### src/rtl/cache_snoop_responder.sv
// rtl/cache_snoop_responder.sv - MOESI snoop responder for one direct-mapped cache
//
// Accepts one bus snoop at a time, reads the cache line's tag/state/data,
// applies the MOESI transition and returns hit/shared/dirty/data.
//
// Ports:
//   clk, rst                 clock, synchronous active-high reset
//   snp_valid/snp_ready      snoop handshake; snp_op (0 BusRd, 1 BusRdX,
//                            2 BusUpgr, 3 reserved), snp_addr
//   arr_rd_en/arr_rd_idx     array read request (1-cycle latency)
//   arr_rd_vld/state/tag/data  array read result
//   arr_wr_en/idx/state      line state update
//   rsp_valid/rsp_ready      response handshake
//   rsp_hit/shared/dirty/has_data/data/err  response payload
module cache_snoop_responder #(
  parameter int ADDR_W    = 32,
  parameter int DATA_W    = 64,
  parameter int OFF_W     = 3,
  parameter int NUM_LINES = 16,
  localparam int IDX_W    = $clog2(NUM_LINES),
  localparam int TAG_W    = ADDR_W - IDX_W - OFF_W
) (
  input  logic              clk,
  input  logic              rst,
  input  logic              snp_valid,
  output logic              snp_ready,
  input  logic [1:0]        snp_op,
  input  logic [ADDR_W-1:0] snp_addr,
  output logic              arr_rd_en,
  output logic [IDX_W-1:0]  arr_rd_idx,
  input  logic              arr_rd_vld,
  input  logic [2:0]        arr_rd_state,
  input  logic [TAG_W-1:0]  arr_rd_tag,
  input  logic [DATA_W-1:0] arr_rd_data,
  output logic              arr_wr_en,
  output logic [IDX_W-1:0]  arr_wr_idx,
  output logic [2:0]        arr_wr_state,
  output logic              rsp_valid,
  input  logic              rsp_ready,
  output logic              rsp_hit,
  output logic              rsp_shared,
  output logic              rsp_dirty,
  output logic              rsp_has_data,
  output logic [DATA_W-1:0] rsp_data,
  output logic              rsp_err
);

  localparam logic [2:0] ST_I = 3'd0;
  localparam logic [2:0] ST_S = 3'd1;
  localparam logic [2:0] ST_E = 3'd2;
  localparam logic [2:0] ST_M = 3'd3;
  localparam logic [2:0] ST_O = 3'd4;

  localparam logic [1:0] OP_RD   = 2'd0;
  localparam logic [1:0] OP_RDX  = 2'd1;
  localparam logic [1:0] OP_UPGR = 2'd2;

  typedef enum logic [1:0] {S_IDLE, S_RD, S_EVAL, S_RESP} state_t;

  state_t state_q, state_d;

  logic [1:0]              op_q;
  logic [ADDR_W-OFF_W-1:0] line_q;   // tag and index; offset is irrelevant to a snoop
  logic [IDX_W-1:0]        idx;
  logic [TAG_W-1:0]        tag;

  logic              hit_q, shared_q, dirty_q, has_data_q, err_q;
  logic [DATA_W-1:0] data_q;

  logic       ev_hit, ev_err, ev_has_data, ev_dirty, ev_shared, ev_wr;
  logic [2:0] ev_ns;

  // Offset bits never select a line; folded here so they are visibly consumed.
  logic unused_off;
  assign unused_off = ^snp_addr[OFF_W-1:0];

  assign idx = line_q[IDX_W-1:0];
  assign tag = line_q[ADDR_W-OFF_W-1:IDX_W];

  assign arr_rd_idx   = idx;
  assign arr_wr_idx   = idx;
  assign arr_wr_state = arr_wr_en ? ev_ns : 3'd0;

  assign rsp_hit      = hit_q;
  assign rsp_shared   = shared_q;
  assign rsp_dirty    = dirty_q;
  assign rsp_has_data = has_data_q;
  assign rsp_data     = data_q;
  assign rsp_err      = err_q;

  // MOESI evaluation on the array read result; only meaningful in S_EVAL.
  always_comb begin
    ev_hit      = arr_rd_vld && (arr_rd_tag == tag) && (arr_rd_state != ST_I);
    ev_err      = 1'b0;
    ev_ns       = arr_rd_state;
    ev_has_data = 1'b0;
    ev_dirty    = 1'b0;
    if (op_q == 2'd3) begin
      ev_err = 1'b1;
    end else if (ev_hit) begin
      case (op_q)
        OP_RD: begin
          case (arr_rd_state)
            ST_M:    begin ev_ns = ST_O; ev_has_data = 1'b1; end
            ST_O:    ev_has_data = 1'b1;
            ST_E:    begin ev_ns = ST_S; ev_has_data = 1'b1; end
            ST_S:    ev_ns = ST_S;
            default: ev_err = 1'b1;
          endcase
        end
        OP_RDX: begin
          case (arr_rd_state)
            ST_M, ST_O: begin ev_ns = ST_I; ev_has_data = 1'b1; ev_dirty = 1'b1; end
            ST_E:       begin ev_ns = ST_I; ev_has_data = 1'b1; end
            ST_S:       ev_ns = ST_I;
            default:    ev_err = 1'b1;
          endcase
        end
        OP_UPGR: begin
          // An upgrade is only legal from a shared copy; M/E holders cannot see one.
          case (arr_rd_state)
            ST_S:    ev_ns = ST_I;
            ST_O:    begin ev_ns = ST_I; ev_dirty = 1'b1; end
            default: ev_err = 1'b1;
          endcase
        end
        default: ev_err = 1'b1;
      endcase
    end
    ev_wr     = ev_hit && !ev_err && (ev_ns != arr_rd_state);
    ev_shared = ev_hit && !ev_err && (ev_ns != ST_I);
  end

  always_comb begin
    state_d   = state_q;
    snp_ready = 1'b0;
    arr_rd_en = 1'b0;
    arr_wr_en = 1'b0;
    rsp_valid = 1'b0;
    case (state_q)
      S_IDLE: begin
        snp_ready = 1'b1;
        if (snp_valid) state_d = S_RD;
      end
      S_RD: begin
        arr_rd_en = 1'b1;
        state_d   = S_EVAL;
      end
      S_EVAL: begin
        // Reset in this cycle must not let the state update reach the array.
        arr_wr_en = ev_wr && !rst;
        state_d   = S_RESP;
      end
      S_RESP: begin
        rsp_valid = 1'b1;
        if (rsp_ready) state_d = S_IDLE;
      end
      default: state_d = S_IDLE;
    endcase
  end

  always_ff @(posedge clk) begin
    if (rst) begin
      state_q    <= S_IDLE;
      op_q       <= 2'd0;
      line_q     <= '0;
      hit_q      <= 1'b0;
      shared_q   <= 1'b0;
      dirty_q    <= 1'b0;
      has_data_q <= 1'b0;
      err_q      <= 1'b0;
      data_q     <= '0;
    end else begin
      state_q <= state_d;
      if (state_q == S_IDLE && snp_valid) begin
        op_q   <= snp_op;
        line_q <= snp_addr[ADDR_W-1:OFF_W];
      end
      if (state_q == S_EVAL) begin
        hit_q      <= ev_hit;
        shared_q   <= ev_shared;
        dirty_q    <= ev_dirty;
        has_data_q <= ev_has_data;
        err_q      <= ev_err;
        data_q     <= ev_has_data ? arr_rd_data : '0;
      end
    end
  end

endmodule

### config.mk
export PLATFORM = sky130hd
export DESIGN_NAME = cache_snoop_responder
export DESIGN_NICKNAME = d
export VERILOG_FILES = /design/src/rtl/cache_snoop_responder.sv
export SDC_FILE = /design/constraint.sdc
export NUM_CORES = 1
export LEC_CHECK = 0
export ABC_AREA = 1
export ABC_CLOCK_PERIOD_IN_PS = 2200
export BUFFER_PORTS_ARGS = -buffer_cell sky130_fd_sc_hd__clkbuf_2
export CORE_UTILIZATION = 23
export CTS_CLUSTER_SIZE = 14
export DETAILED_ROUTE_END_ITERATION = 8
export GPL_ROUTABILITY_DRIVEN = 0
export GPL_TIMING_DRIVEN = 0
export HOLD_SLACK_MARGIN = 0.05
export PLACE_DENSITY = 0.51
export RECOVER_POWER = 50
export SLEW_MARGIN = 20
export SYNTH_ARGS = -nofsm -noshare
export SYNTH_HDL_FRONTEND = slang
export SYNTH_SLANG_ARGS = --single-unit
### constraint.sdc
create_clock -name clk -period 2.2 [get_ports clk]
set_input_delay 0.22 -clock clk [delete_from_list [all_inputs] [get_ports clk]]
set_output_delay 0.22 -clock clk [all_outputs]
set_load 0.01 [all_outputs]
# Word-level counts from Yosys, hierarchy flattened
# Index checks and enable logic that the tools add are counted.
# totals
register_bits	102
out_inout_bits	84
# op_classes
eq_ne	14
mux	29
n_reduce_logical	20
# ops
cell	count
$mux W64	1
$eq A25 B25 Y1	1
$mux W1	16
$mux W3	5
$pmux W3 S3	1
$eq A2 B2 Y1 const B	4
$pmux W2 S4	1
$reduce_or A2 Y1	4
$logic_and A1 B1 Y1	7
$eq A3 B2 Y1 const B	2
$pmux W3 S2	1
$reduce_bool A3 Y1	2
$eq A2 B1 Y1 const B	2
$logic_not A2 Y1	2
$mux W2	2
$ne A2 B2 Y1 const B	2
$pmux W1 S2	2
$reduce_or A4 Y1	1
$eq A3 B1 Y1 const B	1
$eq A3 B3 Y1 const B	1
$ne A3 B3 Y1	1
$reduce_or A3 Y1	1
$logic_not A1 Y1	2
$reduce_and A2 Y1	1

# Logic depth before layout (Yosys ltp)
# depth
ltp_word	12
ltp_mapped	15
mapped_depth_nobuf	15

# Least setup slack after synthesis
# No wires, ideal clock.
# synth_timing
kind	input port to output port
start	input port arr_rd_state[0]
end	output port arr_wr_state[0]
arrival_time_ps	1502
required_time_ps	1980
setup_slack_ps	478
cell_stages	11
cell_sequence	buf_2 nor2_1 nand2_2 nand3_1 nor2_1 nand3_1 nor2_4 nand2_4 nor3_1 nand2_1 nor2_1
# synth_via
elab_chain_len	12
elab_cells_between_ends	27
# synth_rtl
element	line	source
start: declaration	32	input logic [2:0] arr_rd_state,
parallel branches: the longest is 11 deep, another holds $eq A3 B1 Y1	--	
$mux W3 *	82	assign arr_wr_state = arr_wr_en ? ev_ns : 3'd0;
end: declaration	37	output logic [2:0] arr_wr_state,
# Every way passes the cells marked *.

# Worst setup path in the final report
# layout_timing
start	register line_q[22]
end	output port arr_wr_state[0]
# layout_via
elab_chain_len	11
elab_cells_between_ends	14
# layout_rtl
element	line	source
start: declaration	63	logic [ADDR_W-OFF_W-1:0] line_q;
start signal: assignment	177	line_q <= snp_addr[ADDR_W-1:OFF_W];
$eq A25 B25 Y1 *	93	ev_hit = arr_rd_vld && (arr_rd_tag == tag) && (arr_rd_state != ST_I);
$logic_and A1 B1 Y1 * (2 in series)	93	
parallel branches: the longest is 7 deep, another holds $mux W3	--	
$mux W3 *	82	
# Marks and branches as above.

==> impl_metrics.ini <==
[global_routing]
grt_pass1_wl_mm = 22.9
grt_max_degree = 20
grt_pass1_vias = 4277
track_usage_pct = 14.6
antenna_found_initial = 0
overflow = 0

[cts]
clk_latency_ps = 360
clock_path_buffers = 2
numCtsBuffers = 9
ctsHoldBuffers = 0
cts_tree = done
clk_pin_slew_ps = 90
cts_root_buf = clkbuf_16
numClockSinks = 102
h-tree-depth = 3

[cells_and_area]
mostFrequentLayoutCells = nand2_1, clkbuf_2, dfxtp_1
final_common_cell = nand2_1
drive_gt1_share_pct = 26.1
stdcell_count = 1164
areaGrowthSynthToFinish_pct = 40.4
nets = 1034
antenna_cells = 0

[power]
ir_worst_vdd_v = 0.000412
powerDensity_nw_per_um2 = 808
power_leakage_nw = 3.23

[drt]
drtAntennaViolNets = 0
wirelength_mm = 15.3
route.detailed.drc = 0
dr.pass1.iters = 4
vias_per_cell = 4.08
routed-via-count = 4753
drt_iter0_markers = 191
wl_per_cell_um = 13.1

[timing]
finalCritPeriodShare_pct = 106
finalWorstSetupSlack_ps = -125
setup_viol = 3
rsz0062_at_grt = true
max_freq_ghz = 0.430
finalMaxSlewViolations = 0
worst_pin_slew_ps = 610
final_hold_viol_count = 0
fin_skew_ps = 15.5
period_minus_slack_ps = 2320
tns_ps = -318
max_slew_margin_pct = 59.4

[placed_design]
dp_hpwl_mm = 11.8
io_buffers = 208
dp.cells = 1138

[setup_path]
timing.rr.end = rsp_data[41]
ff2ff_path_depth = 12
worstSetupPathType = reg -> out
slowest_delay_ps = 330
r2r_slack_ps = 80
arrival_ps = 2100
cp_common_cell = nor2_1
cp.required_ps = 1980
cp-end-kind = primary output
cp_slowest_cell = dfxtp_1
crit_chain = xnor2_2, nand2_1, nor2_1, nand3_1, nor2_4, nand3b_1, nor2_1, nor2_1, nand3_1, nand2_2, nor2_1, buf_2
crit_path_start_kind = register
cp_max_fo = 5
r2r_start = line_q[22]

[min_path]
hold_class = in -> reg
whs_endpoint = rsp_data[17]
min_from = arr_rd_data[17]
min_path_cells = 3

[floorplanning]
ios = 215
die_w_um = 144
start_util_pct = 23.6
placementRows = 51
die_y_um = 144
core_region_area_um2 = 19500
dieArea_um2 = 20600

[yosys]
ys_types = 34
synth_warnings = 0
synth_top_cell_area_share_pct = 44.3
synth_xor_area_share_pct = 0.760
synth-compound-area-share_pct = 9.12
synthSimpleGateAreaFrac_pct = 33.3
synthTopCellsByArea = dfxtp_1, nand2_1, nand3_1
synth_area_um2 = 4610
synth_edf_count = 0
synth_nets = 805
ys_ff_latch = 102
synth_top_family_by_area = simple AND/OR/NAND/NOR gates
synthAdderAreaFrac_pct = 2.44
avgSynthCellArea_um2 = 6.93
synth_cells = 665
ys_seq_area_share_pct = 44.3
synthArstFlopShare_pct = 0
synth_top_area_cell = dfxtp_1
synth.area.mux_share_pct = 0
synthFlopType = dfxtp_1

[outcome]
failed_checks = negative setup slack
status = finished with violations

[job]
cap_viol_max_count = 0
-- how the worst max path moves through the flow --
stage	from	endpoint	slack, ps	depth (start not counted)
2_1_floorplan	arr_rd_state[0]	arr_wr_state[0]	480	11
3_3_place_gp	line_q[22]	arr_wr_state[2]	-90	10
3_5_place_dp	state_q[0]	rsp_data[37]	-30	7
4_1_cts	line_q[27]	arr_wr_state[2]	-200	15
5_1_grt	line_q[13]	arr_wr_state[2]	-350	15
6_report	line_q[22]	arr_wr_state[0]	-120	12
-- worst max-delay path: cells and delay by family, from the launching register on --
| kind | cells | cell delay, ps |
|---|---|---|
| AND/OR/NAND/NOR | 10 | 1060 |
| flip-flops | 1 | 330 |
| XOR/XNOR | 1 | 210 |
| buffers and inverters | 1 | 150 |
-- power breakdown --
part	switching, mW	internal, mW	leakage [nW]	total, mW
clock network	0.826	0.798	0.142	1.62
logic	0.891	0.532	2.26	1.42
registers	0.127	2.05	0.833	2.18
-- logic make-up (layout without fill, tap and decap cells) --
kind of cell / after synthesis / in the layout
XOR/XNOR: 4 / 4
adder cells (fa/ha/maj): 9 / 9
AND/OR/NAND/NOR: 369 / 369
other: 1 / 1
buffers and inverters: 101 / 335
AO/OA/AOI/OAI: 79 / 79
flip-flops: 102 / 102
-- Yosys cell counts, drive strengths merged, types with 3 or more instances --
cell,count
a21oi,27
o21ai,42
xnor2,3
dfxtp,102
o22ai,3
buf,23
inv,60
nor3,4
nand3b,4
clkbuf,17
nand3,73
nor2,57
ha,9
nand2,228
nand4,3
-- per-layer routing --
| layer | up-vias | part of all wire (%) | GRT usage, % |
|---|---|---|---|
| met3 | 7 | 4.8 | 3.53 |
| li1 | 2557 | - | - |
| met5 | - | 0 | 0 |
| met2 | 105 | 45 | 22.8 |
| met4 | 0 | 0.99 | 4.03 |
| met1 | 2084 | 49 | 20.0 |
-- registers in the layout, indices dropped and copies added (netlist names) --
register / count
rsp_shared: 1
state_q: 2
rsp_dirty: 1
rsp_has_data: 1
line_q: 29
rsp_err: 1
rsp_data: 64
op_q: 2
rsp_hit: 1
-- timing repair --
action                     in CTS  in global routing
setup endpoints to repair      13                 61
gates cloned                    0                  4
resized for setup              25                 32
pin swaps                      11                 14
setup buffers                   5                  1
-- per-stage QoR --
step / total power [mW] / worst slack [ps] / utilization, % / instance area, um2 / hold slack (ps)
final: 5.23 / -125 / 33.1 / 6470 / 68.4
after global routing: 5.59 / -352 / 33.1 / 6470 / 62.7
after CTS: 5.29 / -196 / 32.6 / 6370 / 60.1
after detailed placement: 3.60 / -30.1 / 30.6 / 5980 / 438
after global placement: 3.59 / -89.6 / 30.6 / 5980 / 435
after floorplan: 3.09 / 478 / - / 4610 / 289
-- layout make-up --
| cell class | instances | area, um2 |
|---|---|---|
| Buffer | 40 | 268 |
| Clock buffer | 9 | 225 |
| Clock inverter | 7 | 66.3 |
| Fill cell | 2204 | 13100 |
| Inverter | 61 | 229 |
| Multi-Input combinational cell | 462 | 2200 |
| Sequential cell | 102 | 2060 |
| Tap cell | 265 | 332 |
| Timing Repair Buffer | 218 | 1090 |
No activity file was read; power rests on OpenSTA's default activity.
